[src/rtl/blob_extraction.sv]
// Colour-blob extractor: raster-scans an RGB frame, classifies pixels against a 32-slot colour
// table and writes one record per qualifying horizontal run. Optional debug taps: BLOB_DEBUG_EN.
module blob_extraction #(
    parameter int unsigned WIDTH       = 320,
    parameter int unsigned HEIGHT      = 240,
    parameter logic [17:0] RESULT_BASE = 18'h20000,
    parameter int unsigned MIN_RUN     = 4,
    parameter int unsigned MAX_BLOBS   = 1024
) (
    input  logic        clk,
    input  logic        rst_n,
    input  logic        wren_primary_color_slots,
    input  logic [4:0]  address_primary_color_slots,
    input  logic [23:0] data_write_primary_color_slots,
    input  logic        pause,
    input  logic        enable_blob_extraction,
    input  logic [31:0] data_read,
    input  logic [7:0]  color_similarity_threshold,
    output logic        wren,
    output logic [31:0] data_write,
    output logic [17:0] address,
    output logic        blob_extraction_done,
    output logic [15:0] blob_count,
    output logic [15:0] debug0,
    output logic [15:0] debug1,
    output logic [3:0]  debug2,
    output logic [4:0]  debug3
);

    typedef enum logic [2:0] {
        S_IDLE     = 3'd0,
        S_READ     = 3'd1,
        S_WAIT     = 3'd2,
        S_CLASSIFY = 3'd3,
        S_WRITE    = 3'd4,
        S_DONE     = 3'd5
    } state_t;

    state_t      state_q;
    logic [23:0] slot_rgb_q [32];
    logic [31:0] slot_vld_q;
    logic [8:0]  x_q, y_q;
    logic [17:0] pix_addr_q, address_q;
    logic [15:0] blob_count_q;
    logic        done_q;
    logic [23:0] pixel_q;
    logic        run_open_q, run_fg_q;
    logic [4:0]  run_slot_q;
    logic [8:0]  run_start_q;
    logic [31:0] rec_q, pend_rec_q;
    logic        pend_q;

    logic        pix_fg;
    logic [4:0]  pix_slot;
    logic [4:0]  idx;
    logic        same_run, qual_a, qual_b, write_a, write_b, adv;
    logic        last_col, last_row, room, room_next;
    logic [8:0]  new_start;
    logic [9:0]  len_a, len_b;
    logic [31:0] rec_a, rec_b;
    logic        unused_data_read;

    assign unused_data_read = ^data_read[31:24];

    function automatic logic chan_ok(input logic [7:0] a, input logic [7:0] b, input logic [7:0] t);
        logic [7:0] d;
        d = (a >= b) ? (a - b) : (b - a);
        return d <= t;
    endfunction

    // Descending scan so the lowest-index matching slot is the one left standing.
    always_comb begin
        pix_fg   = 1'b0;
        pix_slot = '0;
        idx      = '0;
        for (int unsigned k = 0; k < 32; k++) begin
            idx = 5'(31 - k);
            if (slot_vld_q[idx] &&
                chan_ok(pixel_q[23:16], slot_rgb_q[idx][23:16], color_similarity_threshold) &&
                chan_ok(pixel_q[15:8],  slot_rgb_q[idx][15:8],  color_similarity_threshold) &&
                chan_ok(pixel_q[7:0],   slot_rgb_q[idx][7:0],   color_similarity_threshold)) begin
                pix_fg   = 1'b1;
                pix_slot = idx;
            end
        end
    end

    always_comb begin
        last_col  = (32'(x_q) == WIDTH - 1);
        last_row  = (32'(y_q) == HEIGHT - 1);
        room      = (32'(blob_count_q) < MAX_BLOBS);
        room_next = (32'(blob_count_q) + 32'd1 < MAX_BLOBS);
        same_run  = run_open_q && (run_fg_q == pix_fg) && (!pix_fg || run_slot_q == pix_slot);
        new_start = same_run ? run_start_q : x_q;
        len_a     = {1'b0, x_q} - {1'b0, run_start_q};
        len_b     = {1'b0, x_q} - {1'b0, new_start} + 10'd1;
        qual_a    = run_fg_q && (32'(len_a) >= MIN_RUN);
        qual_b    = pix_fg && (32'(len_b) >= MIN_RUN);
        rec_a     = {run_slot_q, y_q, run_start_q, x_q - 9'd1};
        rec_b     = {pix_slot, y_q, new_start, x_q};
        write_a   = run_open_q && !same_run && qual_a && room;
        write_b   = !write_a && last_col && qual_b && room;
        adv       = ((state_q == S_CLASSIFY) && !write_a && !write_b) ||
                    ((state_q == S_WRITE) && !(pend_q && room_next));
    end

    always_ff @(posedge clk) begin
        if (wren_primary_color_slots)
            slot_rgb_q[address_primary_color_slots] <= data_write_primary_color_slots;
    end

    always_ff @(posedge clk or negedge rst_n) begin
        if (!rst_n) begin
            slot_vld_q <= '0;
        end else if (wren_primary_color_slots) begin
            slot_vld_q[address_primary_color_slots] <= 1'b1;
        end
    end

    always_ff @(posedge clk or negedge rst_n) begin
        if (!rst_n) begin
            state_q      <= S_IDLE;
            x_q          <= '0;
            y_q          <= '0;
            pix_addr_q   <= '0;
            address_q    <= '0;
            blob_count_q <= '0;
            done_q       <= 1'b0;
            pixel_q      <= '0;
            run_open_q   <= 1'b0;
            run_fg_q     <= 1'b0;
            run_slot_q   <= '0;
            run_start_q  <= '0;
            rec_q        <= '0;
            pend_rec_q   <= '0;
            pend_q       <= 1'b0;
        end else if (state_q != S_IDLE && !enable_blob_extraction) begin
            state_q <= S_IDLE;
            done_q  <= 1'b0;
            pend_q  <= 1'b0;
        end else if (!pause) begin
            case (state_q)
                S_IDLE: begin
                    if (enable_blob_extraction) begin
                        state_q      <= S_READ;
                        x_q          <= '0;
                        y_q          <= '0;
                        pix_addr_q   <= '0;
                        address_q    <= '0;
                        blob_count_q <= '0;
                        run_open_q   <= 1'b0;
                        pend_q       <= 1'b0;
                    end
                end
                S_READ: state_q <= S_WAIT;
                S_WAIT: begin
                    pixel_q <= data_read[23:0];
                    state_q <= S_CLASSIFY;
                end
                S_CLASSIFY: begin
                    run_open_q  <= 1'b1;
                    run_fg_q    <= pix_fg;
                    run_slot_q  <= pix_slot;
                    run_start_q <= new_start;
                    // A slot change on the last column can close two runs; the second is queued.
                    if (write_a) begin
                        rec_q      <= rec_a;
                        pend_rec_q <= rec_b;
                        pend_q     <= last_col && qual_b;
                        address_q  <= RESULT_BASE + 18'(blob_count_q);
                        state_q    <= S_WRITE;
                    end else if (write_b) begin
                        rec_q     <= rec_b;
                        pend_q    <= 1'b0;
                        address_q <= RESULT_BASE + 18'(blob_count_q);
                        state_q   <= S_WRITE;
                    end
                end
                S_WRITE: begin
                    blob_count_q <= blob_count_q + 16'd1;
                    if (pend_q && room_next) begin
                        rec_q     <= pend_rec_q;
                        pend_q    <= 1'b0;
                        address_q <= RESULT_BASE + 18'(blob_count_q) + 18'd1;
                    end
                end
                S_DONE: done_q <= 1'b1;
                default: state_q <= S_IDLE;
            endcase
            if (adv) begin
                pix_addr_q <= pix_addr_q + 18'd1;
                address_q  <= pix_addr_q + 18'd1;
                pend_q     <= 1'b0;
                if (last_col) begin
                    x_q        <= '0;
                    run_open_q <= 1'b0;
                    if (last_row) begin
                        state_q <= S_DONE;
                        done_q  <= 1'b1;
                    end else begin
                        y_q     <= y_q + 9'd1;
                        state_q <= S_READ;
                    end
                end else begin
                    x_q     <= x_q + 9'd1;
                    state_q <= S_READ;
                end
            end
        end
    end

    assign wren                 = (state_q == S_WRITE) && !pause && enable_blob_extraction;
    assign data_write           = wren ? rec_q : '0;
    assign address              = address_q;
    assign blob_extraction_done = done_q;
    assign blob_count           = blob_count_q;

`ifdef BLOB_DEBUG_EN
    logic [4:0] last_slot_q;

    always_ff @(posedge clk or negedge rst_n) begin
        if (!rst_n) begin
            last_slot_q <= '0;
            debug0      <= '0;
            debug1      <= '0;
            debug2      <= '0;
            debug3      <= '0;
        end else begin
            if (state_q == S_CLASSIFY && !pause && enable_blob_extraction)
                last_slot_q <= pix_fg ? pix_slot : 5'd31;
            debug0 <= {7'd0, y_q};
            debug1 <= {7'd0, x_q};
            debug2 <= {1'b0, state_q};
            debug3 <= last_slot_q;
        end
    end
`else
    assign debug0 = '0;
    assign debug1 = '0;
    assign debug2 = '0;
    assign debug3 = '0;
`endif

endmodule

[config.mk]
export PLATFORM = sky130hd
export DESIGN_NAME = blob_extraction
export DESIGN_NICKNAME = d
export VERILOG_FILES = /design/src/rtl/blob_extraction.sv
export SDC_FILE = /design/constraint.sdc
export NUM_CORES = 2
export LEC_CHECK = 0
export BUFFER_PORTS_ARGS = -buffer_cell sky130_fd_sc_hd__buf_2
export CORE_AREA = 8 8 559 561
export CTS_CLUSTER_SIZE = 24
export DETAILED_ROUTE_END_ITERATION = 8
export DIE_AREA = 0 0 567 569
export GPL_TIMING_DRIVEN = 0
export SLEW_MARGIN = 25
export SYNTH_ARGS = -nofsm -noshare
export SYNTH_HDL_FRONTEND = slang
export SYNTH_SLANG_ARGS = --single-unit
[constraint.sdc]
create_clock -name clk -period 17.75 [get_ports clk]
set_input_delay 3.55 -clock clk [delete_from_list [all_inputs] [get_ports clk]]
set_output_delay 3.55 -clock clk [all_outputs]
set_load 0.03 [all_outputs]
== Word-level counts from Yosys, hierarchy flattened ==
Memories as Yosys holds them, arrays and structs flattened.
Cells that the tools add are included.

* $add $sub $neg: 203
* $lt $le $gt $ge: 198
* Equality and inequality tests: 20
* Muxes and demuxes: 216
* Bitwise logic cells: 3
* Reduce and logical (&&, ||, !) cells: 143

{| class="wikitable"
|+ Operator list
! operator !! number
|-
| subtractor 8 bit || 192
|-
| greater-or-equal comparator 8 bit || 96
|-
| <= comparator 8 bit || 96
|-
| two-way mux 8 bit || 96
|-
| two-way mux 5 bit || 32
|-
| two-way mux 32 bit || 4
|-
| two-way mux 18 bit || 7
|-
| logical AND 1 bit || 115
|-
| two-way mux 9 bit || 10
|-
| one-hot mux 32 bit (2 select lines) || 1
|-
| one-hot mux 18 bit (3 select lines) || 1
|-
| two-way mux 1 bit || 51
|-
| adder 18 x 1 -> 18 bit, second input constant || 2
|-
| OR 32 bit || 1
|-
| one-hot mux 16 bit (2 select lines) || 1
|-
| two-way mux 3 bit || 8
|-
| greater-or-equal comparator 10 x 3 -> 1 bit, second input constant || 2
|-
| subtractor 9 x 9 -> 10 bit || 2
|-
| adder 18 x 16 -> 18 bit, first input constant || 1
|-
| adder 9 x 1 -> 9 bit, second input constant || 2
|-
| adder 16 x 1 -> 17 bit, second input constant || 1
|-
| < comparator 17 x 11 -> 1 bit, second input constant || 1
|-
| adder 16 x 1 -> 16 bit, second input constant || 1
|-
| < comparator 16 x 11 -> 1 bit, second input constant || 1
|-
| 38 further kinds || 59
|}

* Flip-flop bits (word level): 211
* Memory bits (writable): 768
* Input port bits: 74
* Output and inout bits: 109
* Word-level logic and storage cells: 800
* Memories: 1

{| class="wikitable"
|+ Memories
! memory !! depth !! bits a word !! read ports !! clocked after Yosys merged registers in !! wr ports !! line !! RTL
|-
| slot_rgb_q || 32 || 24 || 32 || 0 || 1 || 40 || <nowiki>logic [23:0] slot_rgb_q [32];</nowiki>
|}

== Logic depth before layout (Yosys ltp) ==
An unclocked memory read counts as a cell.

* Word-level depth: 56
* Gate-level depth with buffers: 54
* Depth with buffers taken out: 50

== Least setup slack after synthesis ==
No wires, ideal clock.

* Path type: register to register
* From: register pixel_q[17]
* To: register pix_addr_q[13]
* Library setup time: 0.121 ns
* Arrival time: 13.967 ns
* Required time: 17.629 ns
* Slack: 3.662 ns
* Stages on the path, launching flop included: 47
* Path buffers: 3
* Period minus slack after synthesis: 14.088 ns
* Cell sequence: dfrtp_1 -> inv_1 -> ha_1 -> nand4_1 -> o211ai_1 -> a21oi_1 -> o21ai_0 -> a21o_1 -> a21oi_1 -> clkbuf_1 -> mux2_2 -> a311o_1 -> nand2_1 -> nand2_1 -> a21oi_1 -> xnor2_1 -> ha_1 -> nand4_1 -> [... 11 more ...] -> ha_1 -> inv_1 -> ha_1 -> inv_1 -> fa_1 -> nor2b_1 -> and3b_1 -> o21a_1 -> a31oi_1 -> o21ai_0 -> a31o_2 -> a21oi_1 -> a21oi_1 -> a22o_1 -> nor2_1 -> clkbuf_1 -> o21bai_1 -> a22o_1

* Elaborated cells on any way between the ends: 347
* Those cells by class: add/sub: 66; order compare: 65; eq/ne: 2; mux: 98; reduce/logical: 116

{| class="wikitable"
|+ RTL lines
! element !! line !! RTL
|-
| from (decl) || 46 || <nowiki>logic [23:0] pixel_q;</nowiki>
|-
| from (signal assigned) || 157 || <nowiki>pixel_q <= data_read[23:0];</nowiki>
|-
| subtractor 8 bit or greater-or-equal comparator 8 bit (tied branches) || 67 || <nowiki>d = (a >= b) ? (a - b) : (b - a);</nowiki>
|-
| two-way mux 8 bit || 67 ||
|-
| <= comparator 8 bit || 68 || <nowiki>return d <= t;</nowiki>
|-
| logical AND 1 bit || 78 || <nowiki>if (slot_vld_q[idx] &&</nowiki>
|-
| logical AND 1 bit || 79 || <nowiki>chan_ok(pixel_q[23:16], slot_rgb_q[idx][23:16], color_similarity_threshold) &&</nowiki>
|-
| logical AND 1 bit || 80 || <nowiki>chan_ok(pixel_q[15:8], slot_rgb_q[idx][15:8], color_similarity_threshold) &&</nowiki>
|-
| two-way mux 5 bit or two-way mux 1 bit (tied branches) (32 in series) || 78 ||
|-
| equality test 5 bit (tied with other cells) || 93 || <nowiki>same_run = run_open_q && (run_fg_q == pix_fg) && (!pix_fg || run_slot_q == pix_slot);</nowiki>
|-
| [... 3 more ...] || n/a ||
|-
| named net new_start[1] || 58 || <nowiki>logic [8:0] new_start;</nowiki>
|-
| [... 2 more ...] || n/a ||
|-
| greater-or-equal comparator 10 x 3 -> 1 bit * || 98 || <nowiki>qual_b = pix_fg && (32'(len_b) >= MIN_RUN);</nowiki>
|-
| logical AND 1 bit * || 98 ||
|-
| logical AND 1 bit * (2 in series) || 102 || <nowiki>write_b = !write_a && last_col && qual_b && room;</nowiki>
|-
| zero test 1 bit * || 103 || <nowiki>adv = ((state_q == S_CLASSIFY) && !write_a && !write_b) ||</nowiki>
|-
| logical AND 1 bit * || 103 ||
|-
| logical OR 1 bit * || 103 ||
|-
| nonzero test 2 bit (no line) || n/a ||
|-
| AND reduction 4 bit (no line) || n/a ||
|-
| to (signal assigned) || 191 || <nowiki>pix_addr_q <= pix_addr_q + 18'd1;</nowiki>
|-
| to (decl) || 43 || <nowiki>logic [17:0] pix_addr_q, address_q;</nowiki>
|}

The timed path passes the listed nets; every way through them passes the cells marked *.
A chain may end at the register's enable or synchronous reset.

== Worst setup path in the final report ==
* From: register pixel_q[8]
* To: register pix_addr_q[13]

* Elaborated cells on any way between the ends: 315
* Those cells by class: add/sub: 66; order compare: 65; eq/ne: 2; mux: 98; reduce/logical: 84

{| class="wikitable"
|+ RTL lines
! element !! line
|-
| subtractor 8 bit or greater-or-equal comparator 8 bit (tied branches) || 67
|-
| two-way mux 8 bit || 67
|-
| <= comparator 8 bit || 68
|-
| logical AND 1 bit || 79
|-
| logical AND 1 bit || 80
|-
| two-way mux 5 bit or two-way mux 1 bit (tied branches) (32 in series) || 78
|-
| equality test 5 bit (tied with other cells) || 93
|-
| logical OR 1 bit or logical AND 1 bit (tied branches) || 93
|-
| [... 2 more ...] || n/a
|-
| named net new_start[1] || 58
|-
| [... 2 more ...] || n/a
|-
| greater-or-equal comparator 10 x 3 -> 1 bit * || 98
|-
| logical AND 1 bit * || 98
|-
| logical AND 1 bit * (2 in series) || 102
|-
| zero test 1 bit * || 103
|-
| logical AND 1 bit * || 103
|-
| logical OR 1 bit * || 103
|-
| nonzero test 2 bit (no line) || n/a
|-
| AND reduction 4 bit (no line) || n/a
|}

Marked as above.

==> results.py <==
metrics = {
    "clock_tree": {
        "path_clk_slew_ps": 60,
        "cts.htree.levels": 4,
        "tritoncts": "done",
        "clock_latency_ps": 840,
        "root_buffer": "clkbuf_16",
        "tritoncts.num_buffers": 140,
        "cts.hold.buffers_added": 0,
        "clock_tree.buffer_depth": 4,
        "post_cts.repair.setup_buffers": 0,
        "cts_resized": 0,
        "cts_num_sinks": 979,
    },
    "pwr": {
        "switch_pwr_w": 0.009426,
        "internal_power_w": 0.009826,
        "power.density_cell_area_nw_per_um2": 161.5,
        "p_total_w": 0.01925,
        "vdd_drop_max_uv": 83.83,
        "power.leakage_nw": 56.13,
        "power_frac_clock": 0.142,
        "share_comb_of_total_power": 0.708,
        "pwr-share-seq": 0.149,
        "switching_share": 0.4896,
    },
    "synth": {
        "synth_enable_flop_cells": 768,
        "synth.distinct_cells": 88,
        "post_synth_instance_area_sq_um": 105800,
        "synth-seq-area-share": 0.2679,
        "synth-main-ff-cell": "edfxtp_1",
        "synthesis.instances": 10974,
        "async_flop_share": 0.2155,
        "yosys_warns": 0,
        "synth_area_leader_cell": "ha_1",
        "synth.ff_latch_count": 979,
        "synth.area.top_cells": "ha_1 26%, edfxtp_1 22%, dfrtp_1 5.0%, inv_1 5.0%, a21oi_1 4.5%",
        "postSynthAreaPerCell_sq_um": 9.641,
        "yosys.area.top_type_share": 0.2648,
    },
    "finish": {
        "nNetsFinal": 13912,
        "final_util": 0.3921,
        "nFillCells": 29747,
        "flow.area_growth_from_synthesis_pct": 12.67,
        "final_layout_size_suffix_gt1_frac": 0.08423,
    },
    "floorplanning": {
        "die_area_sq_um": 322600,
        "fp.dieW_microns": 567,
        "dieHeight_microns": 569,
        "rows": 203,
        "design.core.area_sq_um": 304000,
        "pin_count": 183,
        "initial_utilization": 0.3480,
    },
    "place": {
        "place_hpwl_microns": 225100,
        "pre_cts_ws_ps": 3611,
        "gp_congestion": 0.8484,
        "port-buffer-count": 133,
    },
    "critical_path": {
        "cp.arrival_ps": 15060,
        "timing.critical_path.required_ps": 18440,
        "cpMaxStageDelayCell": "nand4_1",
        "worst_setup_end_kind": "flop",
        "ws_path_type": "reg2reg",
        "r2r_slack_ps": 3370,
        "maximum_fanout_encountered_on_the_critical_timing_path": 22,
        "cp_common_cell": "a21oi_1",
        "crit_path_start_kind": "flop",
        "worst_path_largest_cell_delay_ps": 850,
    },
    "global_routing": {
        "grt_antenna_before_repair": 34,
        "pin_count_of_the_biggest_net_entering_global_routing": 84,
        "grt.total_usage": 0.1992,
        "overflow": 0,
        "grt_first_pass_wirelength_microns": 495900,
        "grt_pass1_vias": 80330,
    },
    "detailed_routing": {
        "drt_wl_total_microns": 335100,
        "ant_nets": 0,
        "first_iter_violations": 6496,
        "detail_route.wl_per_cell_microns": 21.60,
        "vias_post_dr": 82854,
        "drt_pre_antenna_iters": 6,
        "drc": 0,
        "vias_per_cell": 5.341,
    },
    "sta": {
        "clock-skew-final_ps": 66.71,
        "slew-limit-headroom": 0.2263,
        "report.final.slew_viol_count": 0,
        "hold_violations": 0,
        "achievable-frequency_mhz": 69.56,
        "final.setup.tns_ps": 0,
        "actual_transition_at_the_worst_max_transition_pin_ps": 1158,
        "finalWorstPathRequiredPeriod_ps": 14380,
        "setup-violations-final": 0,
        "grt_setup_unrepaired": "false",
        "setup_slack_ps": 3373,
        "post-route-period-util": 0.8100,
    },
    "status": {
        "status": "completed",
    },
    "job": {
        "max_cap_viol_count": 0,
    },
    "hold_path": {
        "worstHoldPathType": "reg2reg",
    },
}
-- final timing paths --
| check | startpoint | to | depth (start not counted) |
|---|---|---|---|
| min reg2reg | slot_vld_q[14] | slot_vld_q[14] | 1 |
| min in group asynchronous | rst_n | rec_q[20] | 1 |
| max | pixel_q[8] | pix_addr_q[13] | 50 |
| min | slot_vld_q[14] | slot_vld_q[14] | 1 |
| max in group asynchronous | rst_n | pixel_q[14] | 4 |
| max reg2reg | pixel_q[8] | pix_addr_q[13] | 50 |
-- synthesized netlist by cell type (17+ instances only) --
cell / n
nand3_1: 230
xnor2_1: 411
a221o_1: 30
nor2b_1: 269
nor2_1: 475
a22o_1: 17
a21oi_1: 949
a211o_1: 34
mux2_2: 301
or2_2: 39
a311o_1: 17
o21bai_1: 48
a211oi_1: 55
xor2_1: 194
ha_1: 2239
o211ai_1: 111
inv_1: 1402
nand2_1: 497
and3_1: 120
edfxtp_1: 768
o21a_1: 64
a31oi_1: 37
nand2b_1: 56
a21boi_0: 33
nor3_1: 53
o31ai_1: 26
clkbuf_1: 146
o21ai_0: 530
dfrtp_1: 211
o311ai_0: 34
o221ai_1: 24
nand4_1: 187
a21o_1: 331
a221oi_1: 121
mux2i_1: 434
buf_4: 45
fa_1: 194
o22ai_1: 27
-- kinds of logic after synthesis --
kind of cell	count (synthesis)	synth area share
buffers and inverters	1606	0.05890
DFF	979	0.2679
xor gates and xnor gates	605	0.05008
and+or+nand+nor	2009	0.09358
muxes	740	0.07366
AOI/OAI and AO/OA	2601	0.1544
adders and majority gates	2433	0.3015
other	1	0.00003544
-- area by class of cell --
cell class / count / area, sq um / area share
multi-input cells: 8429 / 71690 / 0.6014
flip-flops and latches: 979 / 28430 / 0.2385
diodes: 12 / 30.03 / 0.0002519
clock buffers: 189 / 3830 / 0.03213
clock inverters: 52 / 419.2 / 0.003516
inverters: 1402 / 5383 / 0.04515
plain buffers: 204 / 972.2 / 0.008155
repair buffers: 249 / 3452 / 0.02896
well taps: 3997 / 5001 / 0.04195
-- layer usage --
| layer | up-vias | track usage | share of wire |
|---|---|---|---|
| li1 | 40171 | - | - |
| met1 | 39907 | 0.2629 | 0.44 |
| met2 | 2178 | 0.3321 | 0.45 |
| met3 | 578 | 0.02825 | 0.062 |
| met4 | 20 | 0.07336 | 0.041 |
| met5 | - | 0 | 0.00037 |
-- cells in the final DEF, fill, tap and decap left out, drive strengths merged, types with 120 or more instances in the layout --
cell,Yosys,routed
nor2,476,476
xor2,194,194
nand4,188,188
and3,120,120
dfrtp,211,211
o21ai,542,542
buf,58,307
mux2i,434,434
a21o,331,331
nand2,497,497
nor2b,269,269
clkbuf,146,335
inv,1402,1409
a21oi,950,950
xnor2,411,411
nand3,230,230
a221oi,121,121
edfxtp,768,768
mux2,306,306
ha,2239,2239
fa,194,194
-- state kept, by name, indices dropped and copies added (netlist names), 9 cells and up --
name and flops:
x_q 9, address 18, slot_rgb_q 768, pend_rec_q 32, run_start_q 9, rec_q 32
y_q 9, pixel_q 24, pix_addr_q 18, slot_vld_q 32, blob_count 16
-- worst max-delay path, delay by kind of cell (launching register included) --
family | cells | cell delay, ps
AOI/OAI and AO/OA | 23 | 6010
xor gates and xnor gates | 1 | 150
adders and majority gates | 6 | 1730
buffers and inverters | 8 | 1900
DFF | 1 | 650
muxes | 3 | 930
and+or+nand+nor | 9 | 2750
-- power groups by stage --
stage	Clock (W)	Sequential, W	Combinational, W
floorplan	0	0.00288	0.00952
global placement	0	0.00326	0.0126
detailed placement	0	0.00293	0.0135
CTS	0.00280	0.00288	0.0136
global route	0.00287	0.00289	0.0152
finish	0.00274	0.00288	0.0136
-- through the flow --
step / cell area [sq um] / instances / hold slack, ps
after global routing: 119200 / 15510 / 476.9
after CTS: 119200 / 15501 / 463.6
after global placement: 111600 / 15144 / 444.9
final: 119200 / 15513 / 461.2
after floorplan: 106000 / 11014 / 426.9
after detailed placement: 114900 / 15260 / 446.6
Note: power is estimated with default switching activity, not from simulation.
